`config.mk`:
```
export PLATFORM = sky130hd
export DESIGN_NAME = sap_control_sequencer
export DESIGN_NICKNAME = d
export VERILOG_FILES = /design/src/rtl/sap_control_sequencer.sv
export SDC_FILE = /design/constraint.sdc
export NUM_CORES = 1
export LEC_CHECK = 0
export BUFFER_PORTS_ARGS = -buffer_cell sky130_fd_sc_hd__buf_2
export CORE_MARGIN = 1
export CORE_UTILIZATION = 31
export CTS_CLUSTER_SIZE = 10
export DETAILED_ROUTE_END_ITERATION = 8
export PLACE_DENSITY = 0.67
export SLEW_MARGIN = 5
export SYNTH_ARGS = -nofsm -noshare
export SYNTH_HDL_FRONTEND = slang
export SYNTH_SLANG_ARGS = --single-unit
```
`constraint.sdc`:
```
create_clock -name clk -period 2.4 [get_ports clk]
set_clock_uncertainty 0.05 [all_clocks]
set_input_delay 0.12 -clock clk [delete_from_list [all_inputs] [get_ports clk]]
set_output_delay 0.12 -clock clk [all_outputs]
set_load 0.05 [all_outputs]
```
`src/rtl/sap_control_sequencer.sv`:
```
// sap_control_sequencer: SAP-1 microcode sequencer.
// A T-state counter plus opcode decode drives the datapath control strobes.
// The same block holds the C/Z flags and the halt latch. State advances only
// on clock edges where step_en is high, and rst_n is a synchronous active-low reset.
// Optional feature macro: SEQ_EARLY_END_EN. When it is defined, each instruction
// returns to T0 right after its last non-empty micro-step. When it is not defined,
// every instruction runs the full T0..LAST_STEP sequence.
module sap_control_sequencer #(
  parameter int OPCODE_W  = 4,
  parameter int STEP_W    = 3,
  parameter int LAST_STEP = 4
) (
  input  logic                clk,
  input  logic                rst_n,
  input  logic                step_en,
  input  logic [OPCODE_W-1:0] opcode,
  input  logic                alu_c,
  input  logic                alu_z,
  output logic                pc_out,
  output logic                pc_inc,
  output logic                pc_jump,
  output logic                mar_in,
  output logic                ram_out,
  output logic                ram_in,
  output logic                ir_in,
  output logic                ir_out,
  output logic                a_in,
  output logic                a_out,
  output logic                b_in,
  output logic                alu_out,
  output logic                alu_sub,
  output logic                out_in,
  output logic [STEP_W-1:0]   t_state,
  output logic                c_flag,
  output logic                z_flag,
  output logic                halted
);

  localparam logic [OPCODE_W-1:0] OP_LDA = OPCODE_W'(4'b0001);
  localparam logic [OPCODE_W-1:0] OP_ADD = OPCODE_W'(4'b0010);
  localparam logic [OPCODE_W-1:0] OP_SUB = OPCODE_W'(4'b0011);
  localparam logic [OPCODE_W-1:0] OP_STA = OPCODE_W'(4'b0100);
  localparam logic [OPCODE_W-1:0] OP_LDI = OPCODE_W'(4'b0101);
  localparam logic [OPCODE_W-1:0] OP_JMP = OPCODE_W'(4'b0110);
  localparam logic [OPCODE_W-1:0] OP_JC  = OPCODE_W'(4'b0111);
  localparam logic [OPCODE_W-1:0] OP_JZ  = OPCODE_W'(4'b1000);
  localparam logic [OPCODE_W-1:0] OP_OUT = OPCODE_W'(4'b1110);
  localparam logic [OPCODE_W-1:0] OP_HLT = OPCODE_W'(4'b1111);

  localparam logic [STEP_W-1:0] T0    = STEP_W'(0);
  localparam logic [STEP_W-1:0] T1    = STEP_W'(1);
  localparam logic [STEP_W-1:0] T2    = STEP_W'(2);
  localparam logic [STEP_W-1:0] T3    = STEP_W'(3);
  localparam logic [STEP_W-1:0] T_END = STEP_W'(LAST_STEP);

`ifdef SEQ_EARLY_END_EN
  // Index of the last micro-step that does any work for the given opcode.
  function automatic logic [STEP_W-1:0] end_step(input logic [OPCODE_W-1:0] op);
    logic [STEP_W-1:0] s;
    s = T2;
    if (op == OP_LDA || op == OP_STA) s = T3;
    if (op == OP_ADD || op == OP_SUB) s = T_END;
    return s;
  endfunction
`endif

  logic [STEP_W-1:0] t_next;
  logic              c_next;
  logic              z_next;
  logic              halt_next;

  // State register: synchronous reset, otherwise load the next-state decode.
  always_ff @(posedge clk) begin
    if (!rst_n) begin
      t_state <= '0;
      c_flag  <= 1'b0;
      z_flag  <= 1'b0;
      halted  <= 1'b0;
    end else begin
      t_state <= t_next;
      c_flag  <= c_next;
      z_flag  <= z_next;
      halted  <= halt_next;
    end
  end

  // Next state: advance, wrap, halt and flag capture, all gated by step_en.
  always_comb begin
    t_next    = t_state;
    c_next    = c_flag;
    z_next    = z_flag;
    halt_next = halted;
    if (step_en && !halted) begin
      // HLT freezes the counter at T2 instead of advancing it.
      if (t_state == T2 && opcode == OP_HLT) begin
        halt_next = 1'b1;
      end else if (t_state == T_END) begin
        t_next = T0;
`ifdef SEQ_EARLY_END_EN
      end else if (t_state == end_step(opcode)) begin
        t_next = T0;
`endif
      end else begin
        t_next = t_state + STEP_W'(1);
      end
      // Flags follow only the arithmetic instructions, captured on their final step.
      if (t_state == T_END && (opcode == OP_ADD || opcode == OP_SUB)) begin
        c_next = alu_c;
        z_next = alu_z;
      end
    end
  end

  // Control decode: fetch in T0/T1, opcode-specific execute in T2..T4.
  always_comb begin
    pc_out  = 1'b0;
    pc_inc  = 1'b0;
    pc_jump = 1'b0;
    mar_in  = 1'b0;
    ram_out = 1'b0;
    ram_in  = 1'b0;
    ir_in   = 1'b0;
    ir_out  = 1'b0;
    a_in    = 1'b0;
    a_out   = 1'b0;
    b_in    = 1'b0;
    alu_out = 1'b0;
    alu_sub = 1'b0;
    out_in  = 1'b0;
    if (!halted) begin
      if (t_state == T0) begin
        pc_out = 1'b1;
        mar_in = 1'b1;
      end else if (t_state == T1) begin
        ram_out = 1'b1;
        ir_in   = 1'b1;
        pc_inc  = 1'b1;
      end else if (t_state == T2) begin
        case (opcode)
          OP_LDA, OP_ADD, OP_SUB, OP_STA: begin
            ir_out = 1'b1;
            mar_in = 1'b1;
          end
          OP_LDI: begin
            ir_out = 1'b1;
            a_in   = 1'b1;
          end
          OP_JMP: begin
            ir_out  = 1'b1;
            pc_jump = 1'b1;
          end
          // Conditional jumps use the registered flags, never the live ALU outputs.
          OP_JC: begin
            ir_out  = 1'b1;
            pc_jump = c_flag;
          end
          OP_JZ: begin
            ir_out  = 1'b1;
            pc_jump = z_flag;
          end
          OP_OUT: begin
            a_out  = 1'b1;
            out_in = 1'b1;
          end
          default: ;
        endcase
      end else if (t_state == T3) begin
        case (opcode)
          OP_LDA: begin
            ram_out = 1'b1;
            a_in    = 1'b1;
          end
          OP_ADD, OP_SUB: begin
            ram_out = 1'b1;
            b_in    = 1'b1;
          end
          OP_STA: begin
            a_out  = 1'b1;
            ram_in = 1'b1;
          end
          default: ;
        endcase
      end else if (t_state == T_END) begin
        if (opcode == OP_ADD || opcode == OP_SUB) begin
          alu_out = 1'b1;
          a_in    = 1'b1;
          alu_sub = (opcode == OP_SUB);
        end
      end
    end
  end

endmodule

```
==> results of run 1 <==
-- sequential cells by signal (all words and copies together) (netlist names) --
register	flops
z_flag	1
halted	1
c_flag	1
t_state	3
-- cells by family after synthesis --
kind of cell	count (synthesis)
AO/OA/AOI/OAI	12
AND/OR/NAND/NOR	42
XOR/XNOR	2
adder cells (fa/ha/maj)	5
flip-flops	6
multiplexers	3
buffers and inverters	9
-- worst min path at each step --
stage	startpoint	end	slack [ns]	depth (start not counted)
floorplan	alu_c	c_flag$_SDFFE_PN0P_	0.24	2
global placement	alu_c	c_flag$_SDFFE_PN0P_	0.33	3
detailed placement	alu_z	z_flag$_SDFFE_PN0P_	0.34	3
CTS	alu_z	z_flag$_SDFFE_PN0P_	0.08	3
global route	alu_z	z_flag$_SDFFE_PN0P_	0.09	3
finish	alu_z	z_flag$_SDFFE_PN0P_	0.08	3
-- Yosys cell counts (all sizes together) --
library cell / instances
a311o: 1
a31oi: 2
a41oi: 1
and2: 2
and2b: 1
and3: 1
and4b: 2
buf: 3
clkbuf: 1
dfxtp: 6
ha: 5
inv: 5
mux2i: 3
nand2: 4
nand2b: 1
nand3: 5
nand3b: 1
nand4: 1
nor2: 9
nor2b: 5
nor3: 4
nor4: 2
nor4b: 1
o21a: 1
o21ai: 6
o21ba: 1
or2: 2
or3b: 1
xnor2: 1
xor2: 1
-- metrics by stage --
step	instance area (um2)	worst slack [ns]	hold WS [ns]	std cells
floorplan	617	0.0282	0.239	79
global placement	768	0.558	0.331	128
detailed placement	768	0.514	0.343	128
CTS	791	0.247	0.0843	131
global route	791	0.111	0.0894	131
finish	791	0.263	0.0846	131
-- layout make-up --
type                       instances  area, um2  share of cell area (%)
inverter                           5       18.8                    2.37
sequential                         6        123                    15.5
tap                               25       31.3                    3.96
multi-input combinational         64        455                    57.6
clock buffer                       3       22.5                    2.85
timing repair buffer              28        140                    17.7
-- power by group through the flow --
stage	registers (mW)	logic, mW	clock network [mW]
2_1_floorplan	0.120	0.0855	0
3_3_place_gp	0.110	0.123	0
3_5_place_dp	0.110	0.123	0
4_1_cts	0.109	0.123	0.0984
5_1_grt	0.109	0.132	0.105
6_report	0.109	0.123	0.0936
-- per-layer routing --
metal | vias to the layer above | global-route usage [%] | wire, um
met5 | - | 0 | 0
met1 | 300 | 20.7 | 671
met2 | 17 | 22.8 | 676
met4 | 0 | 7.06 | 16
met3 | 2 | 1.19 | 48
li1 | 334 | - | -
-- worst max-delay path: stages, from the launching register on --
cell and delay [ns]:
dfxtp_2 0.33, inv_1 0.09, ha_1 0.28, nor2_1 0.10, o21ba_2 0.22, and4b_1 0.20, or2_2 0.28, buf_2 0.21
==> flow_metrics.py, run 1 <==
metrics = {
    "outcome": {
        "status": "completed",
    },
    "synthesis": {
        "synth_top_area_share_pct": 20.0,
        "synth_area_leader_cell": "dfxtp_1",
        "postSynthAreaPerCell_um2": 7.59,
        "netlist_top_cells_area": "dfxtp_1 (20%), ha_1 (10%), nor2_1 (5.6%)",
        "synth.cell_area_um2": 599,
        "synth-simple-area-share_pct": 42.0,
        "synth_top_family_by_area": "simple AND/OR/NAND/NOR gates",
        "ys_ff_latch": 6,
        "synth_warnings": 0,
        "synthCells": 79,
        "synthMuxAreaShare_pct": 5.01,
        "synth_xor_area_share_pct": 2.92,
        "ys_seq_area_share_pct": 20.0,
        "synthesis.nets": 93,
        "synth_compound_area_share_pct": 13.2,
        "ys_types": 33,
        "synth_fa_ha_area_share_pct": 10.4,
    },
    "clock_tree": {
        "cts_buffers": 3,
        "htreeDepth": 1,
        "ctsResizeCount": 0,
        "cts_tree": "done",
        "clock-sinks": 6,
        "clk_pin_slew_worst_paths_ns": 0.05,
        "root_buffer": "clkbuf_4",
        "post-cts-setup-buffer-count": 0,
        "hold_buffers": 0,
        "clk_latency_ns": 0.25,
        "clockBufferDepth": 2,
    },
    "critical_path": {
        "r2r-start": "t_state[0]$_SDFFE_PN0P_",
        "required_ns": 2.23,
        "crit_arrival_ns": 1.97,
        "critPathLaunchType": "flop",
        "cp_max_fo": 8,
        "crit_path_end": "a_out",
        "regToRegEndpoint": "t_state[2]$_SDFFE_PN0P_",
        "r2r_slack_ns": 0.65,
        "cp-end-kind": "output pin",
        "crit_type": "reg -> out",
        "startpoint": "t_state[0]$_SDFFE_PN0P_",
        "r2r_cells": 6,
    },
    "power_and_ir_drop": {
        "p_comb_share_pct": 37.8,
        "swShare_pct": 39.3,
        "pwr-share-seq_pct": 33.4,
        "power_mw": 0.325,
        "power_density_nw_per_um2": 411,
        "leakagePower_nw": 0.377,
        "ir_drop_mv": 0.287,
        "switching_power_mw": 0.128,
        "p_int_mw": 0.197,
        "clkPwrFrac_pct": 28.8,
    },
    "final_layout": {
        "num_antenna_cells": 0,
        "area_growth_pct": 31.9,
        "final_net_count": 122,
        "layout_commonest_cell": "buf_2",
        "fin_util_pct": 44.8,
        "drive_gt1_share_pct": 36.8,
        "mostFrequentLayoutCells": "buf_2 (28), nor2_1 (9), o21ai_0 (6)",
        "nFillCells": 198,
    },
    "grt": {
        "antenna_found_initial": 0,
        "grt_pass1_wl_um": 2330,
        "grt.total_usage_pct": 14.9,
        "grt_pass1_vias": 539,
        "grt_max_degree": 12,
        "grt_overflow": 0,
    },
    "sta": {
        "timing.final.crit_share_pct": 89.0,
        "finalSetupTns_ns": 0,
        "period_needed_ns": 2.14,
        "max_freq_mhz": 468,
        "slew_viol_final": 0,
        "relSlewSlack_pct": 72.0,
        "setup_violations": 0,
        "rsz0062_at_grt": "false",
        "tightest_slew_ns": 0.416,
        "hold_viol": 0,
    },
    "floorplanning": {
        "initial_utilization_pct": 34.0,
        "coreArea_um2": 1760,
        "die_w_um": 46.0,
        "rows": 15,
        "die_y_um": 46.0,
        "ios": 29,
        "die-area_um2": 2110,
    },
    "route": {
        "vias": 653,
        "first_pass_iters": 4,
        "first_iter_violations": 9,
        "via_per_inst": 4.98,
        "drtAntennaViolNets": 0,
        "drcViolationCount": 0,
        "wire_per_inst_um": 10.8,
        "drt-total-wl_um": 1410,
    },
    "placement": {
        "dpl.hpwl_um": 1130,
        "port_buffers": 28,
        "place.gp.congestion": 0.734,
    },
    "min_path": {
        "hold_path_class": "in -> reg",
    },
    "run": {
        "cap_violations": 0,
    },
}
Note: power is estimated with default switching activity, not from simulation.
==> inputs of run 2 (changes only) <==
- GPL_TIMING_DRIVEN: unset -> 0
- PLACE_DENSITY: 0.67 -> 0.69
- clock period: 2.4 -> 1.9 ns (I/O delays scaled with it)
==> run 2 against run 1 <==
  * Sequential power increased by 28%
  * Clock-buffer cell count increased by 1
  * Via count increased by 10%
  * Critical endpoint is now a_in
  * Routed wire length increased by 28%
  * First-iteration DRC count unchanged
  * The flow now finishes with violations (negative setup slack)
  * Sequential share of layout area decreased by 2.3 points
  * Non-clock buffer count increased by 9
  * Clock power increased by 34%
  * Largest cell class unchanged
  * Register-to-register slack got worse by 0.53 ns
  * Utilization increased by 12 points
  * Critical path depth unchanged
==> flow_metrics.py, run 2 (same netlist as run 1, synthesis figures left out) <==
metrics = {
    "min_path": {
        "hold_start": "alu_z",
        "hold_depth": 3,
        "min_to": "z_flag$_SDFFE_PN0P_",
        "hold_path_class": "in -> reg",
    },
    "critical_path": {
        "regToRegEndpoint": "t_state[2]$_SDFFE_PN0P_",
        "cp-end-kind": "output pin",
        "r2r-start": "t_state[1]$_SDFFE_PN0P_",
        "cp_max_fo": 5,
        "r2r_cells": 7,
        "crit_arrival_ns": 1.77,
        "r2r_slack_ns": 0.12,
        "critPathLaunchType": "flop",
        "required_ns": 1.75,
        "crit_type": "reg -> out",
    },
    "final_layout": {
        "nFillCells": 184,
        "num_antenna_cells": 0,
        "largest_reg_flops": 3,
        "mostFrequentLayoutCells": "buf_2 (25), nor2_1 (8), buf_4 (6), nand3_1 (5), ha_4 (5)",
        "largest-register": "t_state",
        "final_net_count": 131,
        "drive_gt1_share_pct": 53.4,
        "layout_commonest_cell": "buf_2",
        "area_growth_pct": 66.4,
        "fin_area_um2": 997,
        "fin_cells": 141,
    },
    "grt": {
        "grt_max_degree": 11,
        "grt_overflow": 0,
        "grt_pass1_wl_um": 2440,
        "antenna_found_initial": 0,
        "grt.total_usage_pct": 16.1,
        "grt_pass1_vias": 595,
    },
    "placement": {
        "place_area_um2": 816,
        "place.gp.congestion": 0.716,
        "port_buffers": 27,
        "dp.cells": 131,
        "dpl.hpwl_um": 1180,
    },
    "sta": {
        "max_freq_mhz": 523,
        "period_needed_ns": 1.91,
        "hold_viol": 0,
        "slew_viol_final": 0,
        "rsz0062_at_grt": "true",
        "finalSetupTns_ns": -0.0117,
        "timing.final.crit_share_pct": 101,
        "relSlewSlack_pct": 64.2,
        "setup_violations": 1,
        "tightest_slew_ns": 0.537,
        "hold-worst-slack_ns": 0.0698,
        "setup_ws_ns": -0.0117,
    },
    "clock_tree": {
        "cts_tree": "done",
        "htreeDepth": 1,
        "root_buffer": "clkbuf_4",
        "hold_buffers": 0,
        "clk_latency_ns": 0.24,
        "clk_pin_slew_worst_paths_ns": 0.05,
        "clock-sinks": 6,
        "cts_buffers": 3,
        "clockBufferDepth": 2,
    },
    "floorplanning": {
        "initial_utilization_pct": 34.0,
        "coreArea_um2": 1760,
        "die_w_um": 46.0,
        "ios": 29,
        "rows": 15,
        "die_y_um": 46.0,
        "die-area_um2": 2110,
    },
    "route": {
        "via_per_inst": 5.11,
        "drt-total-wl_um": 1810,
        "first_iter_violations": 9,
        "first_pass_iters": 4,
        "wire_per_inst_um": 12.8,
        "drcViolationCount": 0,
        "drtAntennaViolNets": 0,
        "vias": 720,
    },
    "power_and_ir_drop": {
        "power_mw": 0.478,
        "leakagePower_nw": 0.432,
        "power_density_nw_per_um2": 480,
        "ir_drop_mv": 0.450,
    },
    "run": {
        "cap_violations": 0,
    },
    "outcome": {
        "status": "finished, violations left",
        "violations": "negative setup slack",
    },
}
run 2: stage by stage:
stage                     util [%]  setup WS (ns)
after global routing          56.5         -0.111
after detailed placement      46.2          0.115
after floorplan                  -         -0.187
final                         56.5        -0.0117
after global placement        46.2          0.135
after CTS                     50.1        0.00613
run 2: per-layer routing:
metal | track usage [%] | wire (um) | part of all wire, %
met5 | 0 | 0 | 0
met4 | 10.6 | 23 | 1.3
met3 | 2.78 | 69 | 3.8
met2 | 25.9 | 960 | 53
met1 | 19.4 | 757 | 42
run 2: report_power, final:
| group | internal [mW] | switching [mW] |
|---|---|---|
| Clock | 0.0795 | 0.0455 |
| Sequential | 0.129 | 0.00979 |
| Combinational | 0.0828 | 0.132 |
run 2: worst max-delay path by stage:
stage,endpoint,slack (ns),startpoint,cells past startpoint
4_1_cts,a_in,0.006,t_state[0]$_SDFFE_PN0P_,7
2_1_floorplan,a_out,-0.19,t_state[0]$_SDFFE_PN0P_,6
6_report,a_in,-0.01,t_state[0]$_SDFFE_PN0P_,7
3_5_place_dp,a_out,0.12,t_state[0]$_SDFFE_PN0P_,7
5_1_grt,a_in,-0.11,t_state[0]$_SDFFE_PN0P_,7
3_3_place_gp,a_out,0.13,t_state[0]$_SDFFE_PN0P_,7
run 2: area by class of cell:
type	instances	area, um2	share of cell area [%]
inverter	5	23.8	2.38
timing repair buffer	34	211	21.2
buffer	3	15.0	1.51
clock buffer	4	26.3	2.63
tap	25	31.3	3.14
multi-input combinational	64	558	56.0
sequential	6	131	13.2
run 2: what timing repair did:
item	in CTS	in global routing
setup buffers	0	7
hold endpoints to repair	0	0
pin swaps	0	8
resized for setup	11	13
endpoints found under the setup margin	4	6
run 2: worst max-delay path: stages (launching register included):
cell,delay [ns]
dfxtp_4,0.39
ha_4,0.15
ha_4,0.13
and2b_1,0.15
mux2i_1,0.08
nor4b_1,0.29
o21a_1,0.18
buf_6,0.15
